[config.mk]
export PLATFORM = sky130hd
export DESIGN_NAME = led_matrix_scan
export DESIGN_NICKNAME = d
export VERILOG_FILES = /design/src/rtl/led_scan_pkg.sv /design/src/rtl/led_scan_timer.sv /design/src/rtl/led_matrix_scan.sv
export SDC_FILE = /design/constraint.sdc
export NUM_CORES = 1
export LEC_CHECK = 0
export ABC_CLOCK_PERIOD_IN_PS = 3000
export CAP_MARGIN = 20
export CORE_ASPECT_RATIO = 0.5
export CORE_MARGIN = 4
export CORE_UTILIZATION = 55
export DETAILED_ROUTE_END_ITERATION = 6
export PLACE_DENSITY = 0.77
export SYNTH_ARGS = -nofsm -noshare
export SYNTH_HDL_FRONTEND = slang
export SYNTH_HIERARCHICAL = 1
export SYNTH_SLANG_ARGS = --single-unit
[constraint.sdc]
create_clock -name clock -period 3 [get_ports clock]
set_clock_uncertainty 0.2 [all_clocks]
set_input_delay 0.6 -clock clock [delete_from_list [all_inputs] [get_ports clock]]
set_output_delay 0.6 -clock clock [all_outputs]
set_load 0.01 [all_outputs]
[src/rtl/led_scan_pkg.sv]
// Shared constants, frame type and bit-mapping helper for the 8x4 LED matrix scanner.
package led_scan_pkg;

  localparam int NUM_COLS = 4;
  localparam int NUM_ROWS = 8;

  typedef logic [31:0] frame_t;

  // Frame bit c*8+r lights row r+1 of column c+1.
  function automatic logic [4:0] bit_index(input logic [1:0] col, input logic [2:0] row);
    return {col, row};
  endfunction

endpackage

[src/rtl/led_scan_timer.sv]
// Slot counter and column index for the matrix scan.
// Exposes next-state values so the top level can register outputs in step with the counter.
module led_scan_timer
  import led_scan_pkg::*;
#(
  parameter int COL_DIV      = 3000,
  parameter int BLANK_CYCLES = 60,
  parameter int CNT_W        = $clog2(COL_DIV)
) (
  input  logic             clock,
  input  logic             reset_n,
  output logic [CNT_W-1:0] cnt_next,
  output logic [1:0]       col_next,
  output logic             boundary,
  output logic             on_next,
  output logic             frame_start
);

  logic [CNT_W-1:0] cnt;
  logic [1:0]       col;
  logic             wrap;

  always_comb begin
    wrap     = (cnt == CNT_W'(COL_DIV - 1));
    cnt_next = wrap ? '0 : cnt + CNT_W'(1);
    col_next = wrap ? col + 2'd1 : col;
    boundary = wrap && (col == 2'(NUM_COLS - 1));
    on_next  = (cnt_next >= CNT_W'(BLANK_CYCLES));
  end

  // The frame boundary edge is exactly the edge that lands on column 1, slot 0.
  always_ff @(posedge clock or negedge reset_n) begin
    if (!reset_n) begin
      cnt         <= '0;
      col         <= '0;
      frame_start <= 1'b0;
    end else begin
      cnt         <= cnt_next;
      col         <= col_next;
      frame_start <= boundary;
    end
  end

endmodule

[src/rtl/led_matrix_scan.sv]
// Double-buffered, column-multiplexed driver for the iceFUN 8x4 LED matrix.
// Optional global PWM dimming is enabled by defining LED_SCAN_PWM_EN.
module led_matrix_scan
  import led_scan_pkg::*;
#(
  parameter int COL_DIV      = 3000,
  parameter int BLANK_CYCLES = 60
) (
  input  logic        clock,
  input  logic        reset_n,
  input  logic [31:0] frame_data,
  input  logic        frame_valid,
  output logic        frame_ready,
  input  logic [2:0]  brightness,
  output logic        frame_start,
  output logic        led1,
  output logic        led2,
  output logic        led3,
  output logic        led4,
  output logic        led5,
  output logic        led6,
  output logic        led7,
  output logic        led8,
  output logic        lcol1,
  output logic        lcol2,
  output logic        lcol3,
  output logic        lcol4
);

  localparam int CNT_W = $clog2(COL_DIV);

  logic [CNT_W-1:0] cnt_next;
  logic [1:0]       col_next;
  logic             boundary;
  logic             on_next;
  logic             lit;

  frame_t disp, disp_next;
  frame_t pend, pend_next;
  logic   pend_full, pend_full_next;
  logic   accept;

  logic [NUM_ROWS-1:0] led_q, led_next;
  logic [NUM_COLS-1:0] lcol_q, lcol_next;

  led_scan_timer #(
    .COL_DIV      (COL_DIV),
    .BLANK_CYCLES (BLANK_CYCLES),
    .CNT_W        (CNT_W)
  ) u_timer (
    .clock       (clock),
    .reset_n     (reset_n),
    .cnt_next    (cnt_next),
    .col_next    (col_next),
    .boundary    (boundary),
    .on_next     (on_next),
    .frame_start (frame_start)
  );

`ifdef LED_SCAN_PWM_EN
  localparam int ON_LEN = COL_DIV - BLANK_CYCLES;

  logic [CNT_W:0] thr, thr_next, offset;

  // Threshold is latched at the start of each slot so a brightness change never shortens a slot mid-way.
  always_comb begin
    thr_next = thr;
    if (cnt_next == '0)
      thr_next = (CNT_W+1)'((ON_LEN * (32'(brightness) + 32'd1)) >> 3);
    offset = {1'b0, cnt_next} - (CNT_W+1)'(BLANK_CYCLES);
    lit    = on_next && (offset < thr_next);
  end

  always_ff @(posedge clock or negedge reset_n) begin
    if (!reset_n) thr <= (CNT_W+1)'(ON_LEN);
    else          thr <= thr_next;
  end
`else
  logic unused_brightness;
  assign unused_brightness = ^brightness;
  assign lit = on_next;
`endif

  assign accept = frame_valid && frame_ready;

  // A frame arriving on the boundary cycle lands in pend; only a frame already pending is promoted.
  always_comb begin
    disp_next      = disp;
    pend_next      = pend;
    pend_full_next = pend_full;
    if (boundary && pend_full) begin
      disp_next      = pend;
      pend_full_next = 1'b0;
    end
    if (accept) begin
      pend_next      = frame_data;
      pend_full_next = 1'b1;
    end
  end

  always_comb begin
    lcol_next = lit ? ~(4'b0001 << col_next) : 4'b1111;
    led_next  = '1;
    for (int r = 0; r < NUM_ROWS; r++)
      led_next[r] = lit ? ~disp_next[bit_index(col_next, 3'(r))] : 1'b1;
  end

  always_ff @(posedge clock or negedge reset_n) begin
    if (!reset_n) begin
      disp        <= '0;
      pend        <= '0;
      pend_full   <= 1'b0;
      frame_ready <= 1'b1;
      led_q       <= '1;
      lcol_q      <= '1;
    end else begin
      disp        <= disp_next;
      pend        <= pend_next;
      pend_full   <= pend_full_next;
      frame_ready <= !pend_full_next;
      led_q       <= led_next;
      lcol_q      <= lcol_next;
    end
  end

  assign {led8, led7, led6, led5, led4, led3, led2, led1} = led_q;
  assign {lcol4, lcol3, lcol2, lcol1} = lcol_q;

endmodule

# Yosys cells after proc, flatten, opt, wreduce, memory -nomap -nowiden
# Index checks and enable logic that the tools add are counted.
[classes] n_addsub=2 mul=0 div=0 n_lt_le_gt_ge=9 eq_ne=2 shifts=1 n_mux=30 n_bitwise=9 n_reduce_logical=4
[ops] cell="$lt 5x6->1 const B" count=8
[ops] cell="$mux 32" count=1
[ops] cell="$mux 1" count=18
[ops] cell="$bmux 1 s2" count=8
[ops] cell="$add 12x1->12 const B" count=1
[ops] cell="$eq 12x12->1 const B" count=1
[ops] cell="$ge 12x6->1 const B" count=1
[ops] cell="$mux 12" count=1
[ops] cell="$not 1->1" count=8
[ops] cell="$mux 4" count=1
[ops] cell="$not 4->4" count=1
[ops] cell="$shl 1x2->4 const A" count=1
[ops] cell="$logic_and 1x1->1" count=3
[ops] cell="$add 2x1->2 const B" count=1
[ops] cell="$eq 2x2->1 const B" count=1
[ops] cell="$mux 2" count=1
[ops] cell="$logic_not 1->1" count=1
[word_totals] reg_bits=93 latch_bits=0 ramBits=0 mem_bits_ro=0 inputBits=38 output_inout_bits=14 word_cells=66 n_memories=0

# Logic depth before layout (Yosys ltp)
[depth] ltp_word=8 depth_mapped=11 ltp_nobuf=7

# Modules after synthesis
# Netlist, hierarchy kept.
[modules_own_cells] mod="led_matrix_scan" n_inst=1 cells_per_inst=277 area_per_inst_um2=3428.3 seq_area_each_um2=1968.1
[modules_own_cells] mod="led_scan_timer" n_inst=1 cells_per_inst=82 area_per_inst_um2=859.6 seq_area_each_um2=375.4

# Least setup slack after synthesis
# No wires, ideal clock.
[synth_path] path_type="reg-to-reg" from="register u_timer.cnt[0]" to="register led_q[7]" setup_ps=94 arrival_ps=2424 required_time_ps=2706 path_slack_ps=282 path_stages_with_launch=10 n_path_buf=2 period_less_slack_ps=2718 cell_sequence="dfrtp_1 -> ha_1 -> buf_6 -> nand4_1 -> nor2_1 -> xor2_1 -> or2_1 -> buf_6 -> a211oi_2 -> or4_1"
[synth_between] elab_cells_between_ends=12 classes_between="1 x add/sub; 1 x order compare; 1 x eq/ne; 6 x mux; 1 x bitwise; 2 x reduce/logical"
[synth_lines] item="from (decl)" line_no="led_scan_timer.sv:19" text="logic [CNT_W-1:0] cnt;"
[synth_lines] item="from (signal assigned)" line_no="led_scan_timer.sv:38" text="cnt <= cnt_next;"
[synth_lines] item="$eq 12x12->1" line_no="led_scan_timer.sv:24" text="wrap = (cnt == CNT_W'(COL_DIV - 1));"
[synth_lines] item="$mux 2" line_no="led_scan_timer.sv:26" text="col_next = wrap ? col + 2'd1 : col;"
[synth_lines] item="via col_next[0]" line_no="led_matrix_scan.sv:33" text="logic [1:0] col_next;"
[synth_lines] item="$bmux 1 s2" line_no="led_matrix_scan.sv:105" text="led_next[r] = lit ? ~disp_next[bit_index(col_next, 3'(r))] : 1'b1;"
[synth_lines] item="$mux 1 (implied by the code)" line_no="led_matrix_scan.sv:105"
[synth_lines] item="$not 1->1" line_no="led_matrix_scan.sv:105"
[synth_lines] item="$mux 1" line_no="led_matrix_scan.sv:105"
[synth_lines] item="via led_next[7]" line_no="led_matrix_scan.sv:43" text="logic [NUM_ROWS-1:0] led_q, led_next;"
[synth_lines] item="to (signal assigned)" line_no="led_matrix_scan.sv:121" text="led_q <= led_next;"
[synth_lines] item="to (decl)" line_no="led_matrix_scan.sv:43"
# The timed path passes the listed nets, and every way through them passes these cells. The select of a mux whose other input is x is not followed.
# A chain may end at the register's enable or synchronous reset.

# Final worst setup path
[layout_path] from="register u_timer.cnt[1]" to="register led_q[7]"
[layout_between] elab_cells_between_ends=12 classes_between="1 x add/sub; 1 x order compare; 1 x eq/ne; 6 x mux; 1 x bitwise; 2 x reduce/logical"
[layout_lines] item="$add 12x1->12 or $eq 12x12->1 (tied branches)" line_no="led_scan_timer.sv:25, led_scan_timer.sv:24"
[layout_lines] item="$mux 12 (*)" line_no="led_scan_timer.sv:25" text="cnt_next = wrap ? '0 : cnt + CNT_W'(1);"
[layout_lines] item="$ge 12x6->1 (*)" line_no="led_scan_timer.sv:28" text="on_next = (cnt_next >= CNT_W'(BLANK_CYCLES));"
[layout_lines] item="via lit" line_no="led_matrix_scan.sv:36" text="logic lit;"
[layout_lines] item="$mux 1 (*)" line_no="led_matrix_scan.sv:105"
[layout_lines] item="via led_next[7]" line_no="led_matrix_scan.sv:43"
# The timed path passes the listed nets; every way through them passes the cells marked *. The select of a mux whose other input is x is not followed.

==> results.toml <==
[outcome]
status = "finished clean"

[timing]
setup_violations = 0
finalSetupTns_ns = 0
slew_headroom_pct = 49.4
min_period_ns = 2.87
rsz0062_at_grt = "false"
final_max_slew_viol_count = 0
fin_crit_sh_pct = 95.8
max_freq_mhz = 348
worst_pin_slew_ns = 0.758
hold_viol_final = 0

[power_and_ir_drop]
p_sw_share_pct = 21.9
power.density_nw_per_um2 = 474
p_clk_share_pct = 45.4
comb_power_share_pct = 2.9
pwr-share-seq_pct = 51.6
p_int_w = 0.00190
power_leakage_nw = 2.51
power.switching_w = 0.000533
ir_drop_uv = 297

[yosys]
synthSimpleGateAreaFrac_pct = 13.8
syn_inst = 359
synth_compound_area_share_pct = 15.4
netlist.top_cell.by_area = "dfrtp_1"
synthFlopType = "dfrtp_1"
synth-seq-area-share_pct = 54.7
yosysTopAreaCellShare_pct = 46.7
synth_seq_cells = 93
synth_commonest_cells = "dfrtp_1, nand2_1, mux2_2, nand3_1"
syn-num-nets = 399
synthAdderAreaFrac_pct = 0.584
async_flop_share_pct = 100
ys_types = 49
synth_top_family_by_area = "compound AO/OA/AOI/OAI gates"
synth_mux_area_share_pct = 8.67
yosys.area_share.xor_xnor_pct = 1.84
synth_edf_count = 0
synth_most_common_cell = "dfrtp_1"
avgSynthCellArea_um2 = 11.9
synthTopCellsByArea = "dfrtp_1, mux2_2, dfstp_2"
yosys_warnings = 6
netlist_area_um2 = 4290

[floorplan]
die_w_um = 133
core_um2 = 7460
num_io_pins = 52
rows = 22
dieArea_um2 = 9360
start_util_pct = 57.5
fp.dieH_um = 70.4

[global_routing]
grt-ovfl-total = 0
grt_pass1_wl_um = 14200
grt_max_degree = 53
antenna_found_initial = 0
grt_pass1_vias = 2997
grt_util_all_layers_pct = 19.1

[clocking]
cts.sinks = 93
clkTransAtPathRegs_ns = 0.07
clk_latency_ns = 0.34
cts_inserted_buffers = 9
postCtsHoldBufs = 0
htreeDepth = 3
cts_root_buffer = "clkbuf_16"
cts_tree = "done"
postCtsSetupRepairBufs = 0
cts.path.max_buffers = 2

[placed_design]
gp_congestion = 0.836
dp_hpwl_um = 5560
buffer_ports.inserted = 48
place_area_um2 = 4830

[setup_path]
required_ns = 3.09
worst-endpoint-arrival_ns = 2.96
crit_chain = "ha_2 > nand3b_4 > or3b_2 > a311oi_1 > or4b_1 > buf_4 > o31ai_1 > or4_1"
path_max_fanout = 12
crit_path_max_incr_delay_ns = 0.47
critical_path.top_delay_family = "simple AND/OR/NAND/NOR gates"
critPathSlowestCell = "or4b_1"
end_kind = "flop"
worst-path-buf-inv = 1
timing_worst_setup_path_type = "reg -> reg"
crit_path_start_kind = "flop"

[finish]
synthToLayoutAreaGrowth_pct = 19.5
utilization_pct = 68.7
n_antenna_cell = 0
final_area_um2 = 5120
drive_above_1_share_pct = 29.8
nets = 444

[routing]
ant_nets = 0
routedWlPerCell_um = 16.2
drc = 0
via_per_inst = 5.62
first_pass_iters = 4
drt-total-wl_um = 8390
vias = 2904
drt-initial-drc-count = 158

[min_path]
hp-class = "in -> async"

[run]
cap_violations = 0
==> logic make-up after synthesis <==
logic type,Yosys count
XOR/XNOR,9
AND/OR/NAND/NOR,112
multiplexers,33
adder cells (fa/ha/maj),2
AO/OA/AOI/OAI,81
buffers and inverters,29
flip-flops,93
==> power by group through the flow <==
stage | Clock, W | Sequential, W | Combinational, W
after global routing | 0.00118 | 0.00125 | 0.0000795
after floorplan | 0 | 0.00128 | 0.000000470
after CTS | 0.00113 | 0.00125 | 0.0000734
after detailed placement | 0 | 0.00128 | 0.0000731
after global placement | 0 | 0.00128 | 0.0000710
final | 0.00110 | 0.00125 | 0.0000710
==> registers in the layout, indices dropped and copies added (netlist names) <==
signal and cells:
disp 32, frame_ready 1, lcol_q 4, led_q 8
pend 32, pend_full 1, u_timer/cnt 12, u_timer/col 2
u_timer/frame_start 1
==> cells in the final DEF, fill, tap and decap left out, types with 4 or more instances in the layout <==
cell and n:
dfrtp_1 79, clkdlybuf4s50_1 47, nand2_1 37, nand3_1 33, mux2_2 33, a21bo_2 28
a21oi_1 28, dfstp_2 13, buf_4 10, nor2_1 10, clkbuf_16 9, xor2_1 7
and3_2 4, o41ai_2 4, nand4_1 4
==> metal layers <==
| layer | global-route usage [%] | wire, µm | up-vias |
|---|---|---|---|
| li1 | - | - | 1375 |
| met1 | 24.1 | 3680 | 1460 |
| met2 | 31.6 | 4240 | 58 |
| met3 | 6.04 | 356 | 11 |
| met4 | 6.45 | 105 | 0 |
| met5 | 0 | 0 | - |
==> final timing paths <==
check,from,endpoint,slack [ns],cells past startpoint
worst max-delay path,u_timer/cnt[1],led_q[7],0.13,8
min in group clock,disp[23],disp[23],0.28,1
worst max register to register,u_timer/cnt[1],led_q[7],0.13,8
max in group asynchronous,reset_n,led_q[4],1.82,2
worst min register to register,disp[23],disp[23],0.28,1
worst min-delay path,reset_n,disp[7],0.09,1
==> stage by stage <==
stage	hold slack, ns	cells	setup WS (ns)	power (W)
after global placement	0.261	501	0.142	0.00135
final	0.0907	517	0.125	0.00243
after CTS	0.0996	517	0.0765	0.00246
after global routing	0.137	517	0.0311	0.00251
after detailed placement	0.266	501	0.130	0.00135
after floorplan	0.104	359	0.282	0.00128
==> timing repair <==
item,CTS,global route
hold endpoints to repair,0,0
setup endpoints to repair,0,7
gates resized for setup,0,1
==> final cells by class <==
| cell class | instances | area, µm² |
|---|---|---|
| Clock buffer | 10 | 239 |
| Clock inverter | 6 | 55.1 |
| Fill cell | 563 | 2340 |
| Inverter | 3 | 11.3 |
| Multi-Input combinational cell | 237 | 1730 |
| Sequential cell | 93 | 2340 |
| Tap cell | 108 | 135 |
| Timing Repair Buffer | 60 | 606 |
(Power assumes the default switching activity.)
